### src/rtl/axis_channel_join.sv
// Joins CHANNELS independent AXI-Stream inputs into one wide beat once every channel has a beat.
// Optional tlast consistency checking is enabled by defining CHANNEL_JOIN_LAST_CHECK_EN.
module axis_channel_join #(
  parameter int unsigned CHANNELS    = 4,
  parameter int unsigned DATA_WIDTH  = 16,
  parameter bit          KEEP_ENABLE = (DATA_WIDTH > 8),
  parameter int unsigned KEEP_WIDTH  = KEEP_ENABLE ? (DATA_WIDTH + 7) / 8 : 1,
  parameter bit          LAST_ENABLE = 1'b1
) (
  input  logic                           clk,
  input  logic                           rst,
  input  logic [CHANNELS*DATA_WIDTH-1:0] s_axis_tdata,
  input  logic [CHANNELS*KEEP_WIDTH-1:0] s_axis_tkeep,
  input  logic [CHANNELS-1:0]            s_axis_tvalid,
  output logic [CHANNELS-1:0]            s_axis_tready,
  input  logic [CHANNELS-1:0]            s_axis_tlast,
  output logic [CHANNELS*DATA_WIDTH-1:0] m_axis_tdata,
  output logic [CHANNELS*KEEP_WIDTH-1:0] m_axis_tkeep,
  output logic                           m_axis_tvalid,
  input  logic                           m_axis_tready,
  output logic                           m_axis_tlast,
  output logic                           last_err,
  input  logic                           last_err_clr
);

  localparam int unsigned DW = CHANNELS * DATA_WIDTH;
  localparam int unsigned KW = CHANNELS * KEEP_WIDTH;

  logic [CHANNELS-1:0] slot_full_q, slot_full_d;
  logic [CHANNELS-1:0] slot_last_q, slot_last_d;
  logic [DW-1:0]       slot_data_q, slot_data_d;
  logic [KW-1:0]       slot_keep_q, slot_keep_d;

  logic          out_valid_q, out_valid_d;
  logic [DW-1:0] out_data_q, out_data_d;
  logic [KW-1:0] out_keep_q, out_keep_d;
  logic          out_last_q, out_last_d;
  logic          last_err_q, last_err_d;

  logic                all_full, out_free, load;
  logic [CHANNELS-1:0] s_fire;
  logic                last_join;

  assign all_full      = &slot_full_q;
  assign out_free      = ~out_valid_q | m_axis_tready;
  assign load          = all_full & out_free;
  // Ready looks through a pending load so a full slot can be refilled on the releasing edge.
  assign s_axis_tready = ~slot_full_q | {CHANNELS{load}};
  assign s_fire        = s_axis_tvalid & s_axis_tready;

  always_comb begin
    slot_full_d = slot_full_q;
    slot_last_d = slot_last_q;
    slot_data_d = slot_data_q;
    slot_keep_d = slot_keep_q;
    for (int c = 0; c < CHANNELS; c++) begin
      if (s_fire[c]) begin
        slot_full_d[c]                          = 1'b1;
        slot_last_d[c]                          = s_axis_tlast[c];
        slot_data_d[c*DATA_WIDTH +: DATA_WIDTH] = s_axis_tdata[c*DATA_WIDTH +: DATA_WIDTH];
        slot_keep_d[c*KEEP_WIDTH +: KEEP_WIDTH] = s_axis_tkeep[c*KEEP_WIDTH +: KEEP_WIDTH];
      end else if (load) begin
        slot_full_d[c] = 1'b0;
      end
    end
  end

`ifdef CHANNEL_JOIN_LAST_CHECK_EN
  assign last_join = |slot_last_q;

  always_comb begin
    last_err_d = last_err_q;
    if (last_err_clr) begin
      last_err_d = 1'b0;
    end
    if (load && !((&slot_last_q) || !(|slot_last_q))) begin
      last_err_d = 1'b1;
    end
  end
`else
  logic [CHANNELS:0] unused_last;

  assign last_join   = slot_last_q[0];
  assign unused_last = {last_err_clr, slot_last_q};
  assign last_err_d  = 1'b0;
`endif

  always_comb begin
    out_valid_d = out_valid_q;
    out_data_d  = out_data_q;
    out_keep_d  = out_keep_q;
    out_last_d  = out_last_q;
    if (load) begin
      out_valid_d = 1'b1;
      out_data_d  = slot_data_q;
      out_keep_d  = slot_keep_q;
      out_last_d  = LAST_ENABLE ? last_join : 1'b0;
    end else if (m_axis_tready) begin
      out_valid_d = 1'b0;
    end
  end

  always_ff @(posedge clk or negedge rst) begin
    if (!rst) begin
      slot_full_q <= '0;
      slot_last_q <= '0;
      slot_data_q <= '0;
      slot_keep_q <= '0;
      out_valid_q <= 1'b0;
      out_data_q  <= '0;
      out_keep_q  <= '0;
      out_last_q  <= 1'b0;
      last_err_q  <= 1'b0;
    end else begin
      slot_full_q <= slot_full_d;
      slot_last_q <= slot_last_d;
      slot_data_q <= slot_data_d;
      slot_keep_q <= slot_keep_d;
      out_valid_q <= out_valid_d;
      out_data_q  <= out_data_d;
      out_keep_q  <= out_keep_d;
      out_last_q  <= out_last_d;
      last_err_q  <= last_err_d;
    end
  end

  assign m_axis_tvalid = out_valid_q;
  assign m_axis_tdata  = out_data_q;
  assign m_axis_tkeep  = KEEP_ENABLE ? out_keep_q : '1;
  assign m_axis_tlast  = out_last_q;
  assign last_err      = last_err_q;

endmodule

### config.mk
export PLATFORM = sky130hd
export DESIGN_NAME = axis_channel_join
export DESIGN_NICKNAME = d
export VERILOG_FILES = /design/src/rtl/axis_channel_join.sv
export SDC_FILE = /design/constraint.sdc
export NUM_CORES = 1
export LEC_CHECK = 0
export BUFFER_PORTS_ARGS = -buffer_cell sky130_fd_sc_hd__buf_2
export CAP_MARGIN = 20
export CORE_MARGIN = 2
export CORE_UTILIZATION = 25
export CTS_CLUSTER_DIAMETER = 80
export DETAILED_ROUTE_END_ITERATION = 16
export PLACE_DENSITY = 0.44
export SYNTH_ARGS = -nofsm -noshare
export SYNTH_HDL_FRONTEND = slang
export SYNTH_SLANG_ARGS = --single-unit
### constraint.sdc
create_clock -name clk -period 1.9 [get_ports clk]
set_clock_uncertainty 0.05 [all_clocks]
set_input_delay 0.095 -clock clk [delete_from_list [all_inputs] [get_ports clk]]
set_output_delay 0.095 -clock clk [all_outputs]
set_load 0.05 [all_outputs]
==> report_table.html <==
<table>
<tr><th>Metric</th><th>Value</th></tr>
<tr><th colspan="2">Timing</th></tr>
<tr><td>Setup violation total in the final timing report</td><td>0</td></tr>
<tr><td>Setup TNS after final layout</td><td>0 ps</td></tr>
<tr><td>Final Hold Viols</td><td>0</td></tr>
<tr><td>Minimum clock period after layout</td><td>1760 ps</td></tr>
<tr><td>Achievable frequency</td><td>0.569 GHz</td></tr>
<tr><td>Period utilization</td><td>92.4%</td></tr>
<tr><td>Final slew viol count</td><td>0</td></tr>
<tr><td>Unrepaired setup endpoints after global routing</td><td>no</td></tr>
<tr><th colspan="2">Clock network</th></tr>
<tr><td>Clock Tree Buf Depth</td><td>2</td></tr>
<tr><td>Number of H-tree branching levels</td><td>4</td></tr>
<tr><td>Root buffer cell</td><td>clkbuf_16</td></tr>
<tr><td>Insertion delay of the later-clocked pin in the worst-skew pair</td><td>410 ps</td></tr>
<tr><td># clock sinks</td><td>~150</td></tr>
<tr><td>Clock transition at path regs</td><td>60 ps</td></tr>
<tr><td>CTS buffer count</td><td>17</td></tr>
<tr><td>TritonCTS clock tree</td><td>yes</td></tr>
<tr><th colspan="2">Logic synthesis</th></tr>
<tr><td>Post-synth cell types</td><td>24</td></tr>
<tr><td>Post-Syn Nets</td><td>~420</td></tr>
<tr><td>Count of yosys warnings during synthesis</td><td>0</td></tr>
<tr><td>Number of synthesized register bits</td><td>151</td></tr>
<tr><td>Mean instance size in the synthesized netlist</td><td>between 15 and 20 µm²</td></tr>
<tr><td>Share of the yosys chip area belonging to registers</td><td>64.5%</td></tr>
<tr><td>Number of cells produced by synthesis</td><td>340</td></tr>
<tr><td>Synthesized cell area</td><td>5860 µm²</td></tr>
<tr><th colspan="2">Worst setup path</th></tr>
<tr><td>Register-to-Register Path Depth</td><td>4</td></tr>
<tr><td>Crit path kind</td><td>reg -&gt; out</td></tr>
<tr><td>Type of element capturing the critical path</td><td>primary output</td></tr>
<tr><td>Setup slack on the worst flop-to-flop path</td><td>180 ps</td></tr>
<tr><td>Data arrival at the endpoint of the critical path</td><td>1610 ps</td></tr>
<tr><td>Worst R2R End</td><td>m_axis_tlast</td></tr>
<tr><td>Worst endpoint required time</td><td>1750 ps</td></tr>
<tr><td>Largest fanout on the critical path</td><td>5</td></tr>
<tr><td>Launching instance or port of the critical path</td><td>m_axis_tvalid</td></tr>
<tr><td>Setup crit start kind</td><td>register</td></tr>
<tr><td>Reg2Reg Launch Point</td><td>slot_full_q[0]</td></tr>
<tr><td>End point of the critical path</td><td>s_axis_tready[0]</td></tr>
<tr><th colspan="2">Pwr</th></tr>
<tr><td>Int Power</td><td>around 11 mW</td></tr>
<tr><td>Peak supply drop</td><td>0.845 mV</td></tr>
<tr><td>Power density of the placed cells</td><td>roughly 2100 nW/µm²</td></tr>
<tr><td>Net Sw Frac</td><td>41.0%</td></tr>
<tr><td>Post-layout total power</td><td>~18 mW</td></tr>
<tr><td>Part of the total power dissipated in the clock network</td><td>20.7%</td></tr>
<tr><td>Net switching component of the power</td><td>between 7 and 8 mW</td></tr>
<tr><td>Reg power frac</td><td>31.7%</td></tr>
<tr><td>Leakage dissipation</td><td>between 3 and 4 nW</td></tr>
<tr><td>Combinational cell fraction of total power</td><td>47.5%</td></tr>
<tr><th colspan="2">Routing</th></tr>
<tr><td>Via count</td><td>3739</td></tr>
<tr><td>Routed wire length</td><td>13.2 mm</td></tr>
<tr><td>First-pass iteration count of the detailed router</td><td>4</td></tr>
<tr><td>Number of DRC markers after the initial detailed-route iteration</td><td>110</td></tr>
<tr><td>Remaining DRCs</td><td>0</td></tr>
<tr><td>Remaining antenna violation count</td><td>0</td></tr>
<tr><td>Number of vias per cell</td><td>4.04</td></tr>
<tr><td>Routed wire per std cell</td><td>approximately 14 µm</td></tr>
<tr><th colspan="2">Floorplan</th></tr>
<tr><td>Total die area</td><td>roughly 25000 µm²</td></tr>
<tr><td>Number of core rows</td><td>56</td></tr>
<tr><td>Die height</td><td>157 µm</td></tr>
<tr><td>Width of the die</td><td>157 µm</td></tr>
<tr><td>Core box area</td><td>23300 µm²</td></tr>
<tr><td>Initial cell density of the core</td><td>25.2%</td></tr>
<tr><td>I/O pin total</td><td>roughly 160</td></tr>
<tr><th colspan="2">Status</th></tr>
<tr><td>Outcome</td><td>finished clean</td></tr>
<tr><th colspan="2">Global routing</th></tr>
<tr><td>Maximum number of pins on one net before global-route repair</td><td>63</td></tr>
<tr><td>Wire length of the first global-routing pass</td><td>20.8 mm</td></tr>
<tr><td>Number of global-route vias before repair</td><td>4066</td></tr>
<tr><td>Overall global routing resource usage</td><td>a little over a tenth</td></tr>
<tr><td>Leftover overflow at the end of global routing</td><td>0</td></tr>
<tr><td>Antenna violations before repair</td><td>1</td></tr>
<tr><th colspan="2">Min path</th></tr>
<tr><td>Path class of the lowest-slack min-delay path</td><td>in -&gt; reg</td></tr>
<tr><th colspan="2">Placement</th></tr>
<tr><td>Total of buffers placed on input and output ports</td><td>157</td></tr>
<tr><td>Hpwl dp</td><td>8.79 mm</td></tr>
<tr><td>Routability-driven placement congestion ratio</td><td>roughly 0.71</td></tr>
<tr><th colspan="2">Finish</th></tr>
<tr><td>Post-layout nets</td><td>a little under 700</td></tr>
<tr><td>Number of inserted filler cells in the final layout</td><td>about 2.3k</td></tr>
<tr><td>Area added between synthesis and finish</td><td>46.4%</td></tr>
<tr><td>Proportion of layout cells with a drive suffix above 1</td><td>58.2%</td></tr>
<tr><th colspan="2">Run</th></tr>
<tr><td>Number of max-capacitance violations reported</td><td>0</td></tr>
</table>
==> cell type report <==
class | count | area [µm²] | share of cell area (%)
antenna | 1 | 2.50 | 0.0292
clock inverter | 14 | 221 | 2.58
timing repair buffer | 248 | 1770 | 20.6
multi-input combinational | 172 | 1970 | 23.0
sequential | 151 | 3780 | 44.1
inverter | 3 | 11.3 | 0.131
tap | 319 | 399 | 4.65
clock buffer | 17 | 425 | 4.96
==> power by group through the flow <==
stage | registers (mW) | clock network (mW) | logic, mW
after floorplan | 8.49 | 0 | 3.79
after global placement | 5.67 | 0 | 8.41
after detailed placement | 5.77 | 0 | 8.55
after CTS | 5.72 | 3.89 | 8.69
after global routing | 5.93 | 4.02 | 9.05
final | 5.71 | 3.73 | 8.55
==> what timing repair did <==
action,CTS,global route
gates resized for setup,1,1
hold buffers,78,0
hold endpoints to repair,217,0
endpoints found under the setup margin,6,1
setup buffers,0,0
==> cell usage after synthesis (all sizes together) <==
| master | count | share of area (%) |
|---|---|---|
| a21o | 1 | 0.13 |
| a41o | 1 | 0.19 |
| a41oi | 2 | 0.94 |
| and2 | 1 | 0.13 |
| buf | 14 | 2.4 |
| conb | 1 | 0.064 |
| dfrtp | 151 | 64 |
| inv | 3 | 0.19 |
| mux2 | 146 | 29 |
| nand2 | 7 | 0.58 |
| nand2b | 2 | 0.21 |
| nand3 | 2 | 0.17 |
| nand4 | 1 | 0.11 |
| nor2 | 1 | 0.19 |
| nor2b | 3 | 0.32 |
| o21ai | 1 | 0.085 |
| o31ai | 1 | 0.13 |
| o32ai | 2 | 0.94 |
==> per-stage QoR <==
| stage | std cells | hold WS [ps] | cell area, µm² | setup WS, ps | utilization (%) |
|---|---|---|---|---|---|
| 3_3_place_gp | 815 | -7.33 | 7140 | 3.47 | 30.7 |
| 4_1_cts | 924 | 90.9 | 8570 | 89.1 | 36.9 |
| 2_1_floorplan | 340 | -251 | 5900 | -27.9 | - |
| 6_report | 925 | 109 | 8580 | 144 | 36.9 |
| 3_5_place_dp | 815 | 3.81 | 7140 | -10.9 | 30.7 |
| 5_1_grt | 924 | 166 | 8580 | 41.9 | 36.9 |
==> worst max-delay path, cell delays in order, from the launching register on <==
cell	delay (ps)
dfrtp_2	410
nand2b_1	270
a41o_2	250
buf_2	270
==> metal layers <==
layer	routed length, µm	GRT usage (%)
met5	0	0
met4	171	4.29
met3	725	3.61
met2	6530	18.4
met1	5750	12.9
==> placed cells by master (no fill, tap or decap), types with 5 or more instances in the layout <==
| cell | Yosys | layout |
|---|---|---|
| buf_12 | 1 | 8 |
| buf_2 | 2 | 156 |
| buf_4 | 3 | 5 |
| bufinv_16 | 0 | 5 |
| clkbuf_16 | 0 | 17 |
| dfrtp_1 | 151 | 150 |
| dlygate4sd3_1 | 0 | 78 |
| mux2_1 | 6 | 6 |
| mux2_2 | 130 | 124 |
| mux2_4 | 10 | 16 |
| nand2_1 | 6 | 6 |
==> flip-flops by register name, summed over array words and instances, names as in the netlist <==
name / flops
m_axis_tdata: 64
m_axis_tvalid: 1
m_axis_tkeep: 8
slot_keep_q: 8
m_axis_tlast: 1
slot_last_q: 1
slot_data_q: 64
slot_full_q: 4
==> worst min path at each step <==
stage / endpoint / startpoint / slack, ps / depth (start not counted)
final: slot_full_q[3] / m_axis_tready / 110 / 4
after global routing: slot_data_q[22] / rst / 170 / 2
after CTS: slot_full_q[3] / m_axis_tready / 90 / 4
after detailed placement: slot_data_q[22] / rst / 4 / 1
after global placement: slot_data_q[22] / rst / -7 / 1
after floorplan: m_axis_tdata[0] / rst / -250 / 0
==> kinds of logic after synthesis <==
logic type             synth area share (%)
and+or+nand+nor                        1.71
other                                0.0640
DFF                                    64.5
muxes                                  28.7
buffers and inverters                  2.63
AOI/OAI and AO/OA                      2.41
Note: power is estimated with default switching activity, not from simulation.
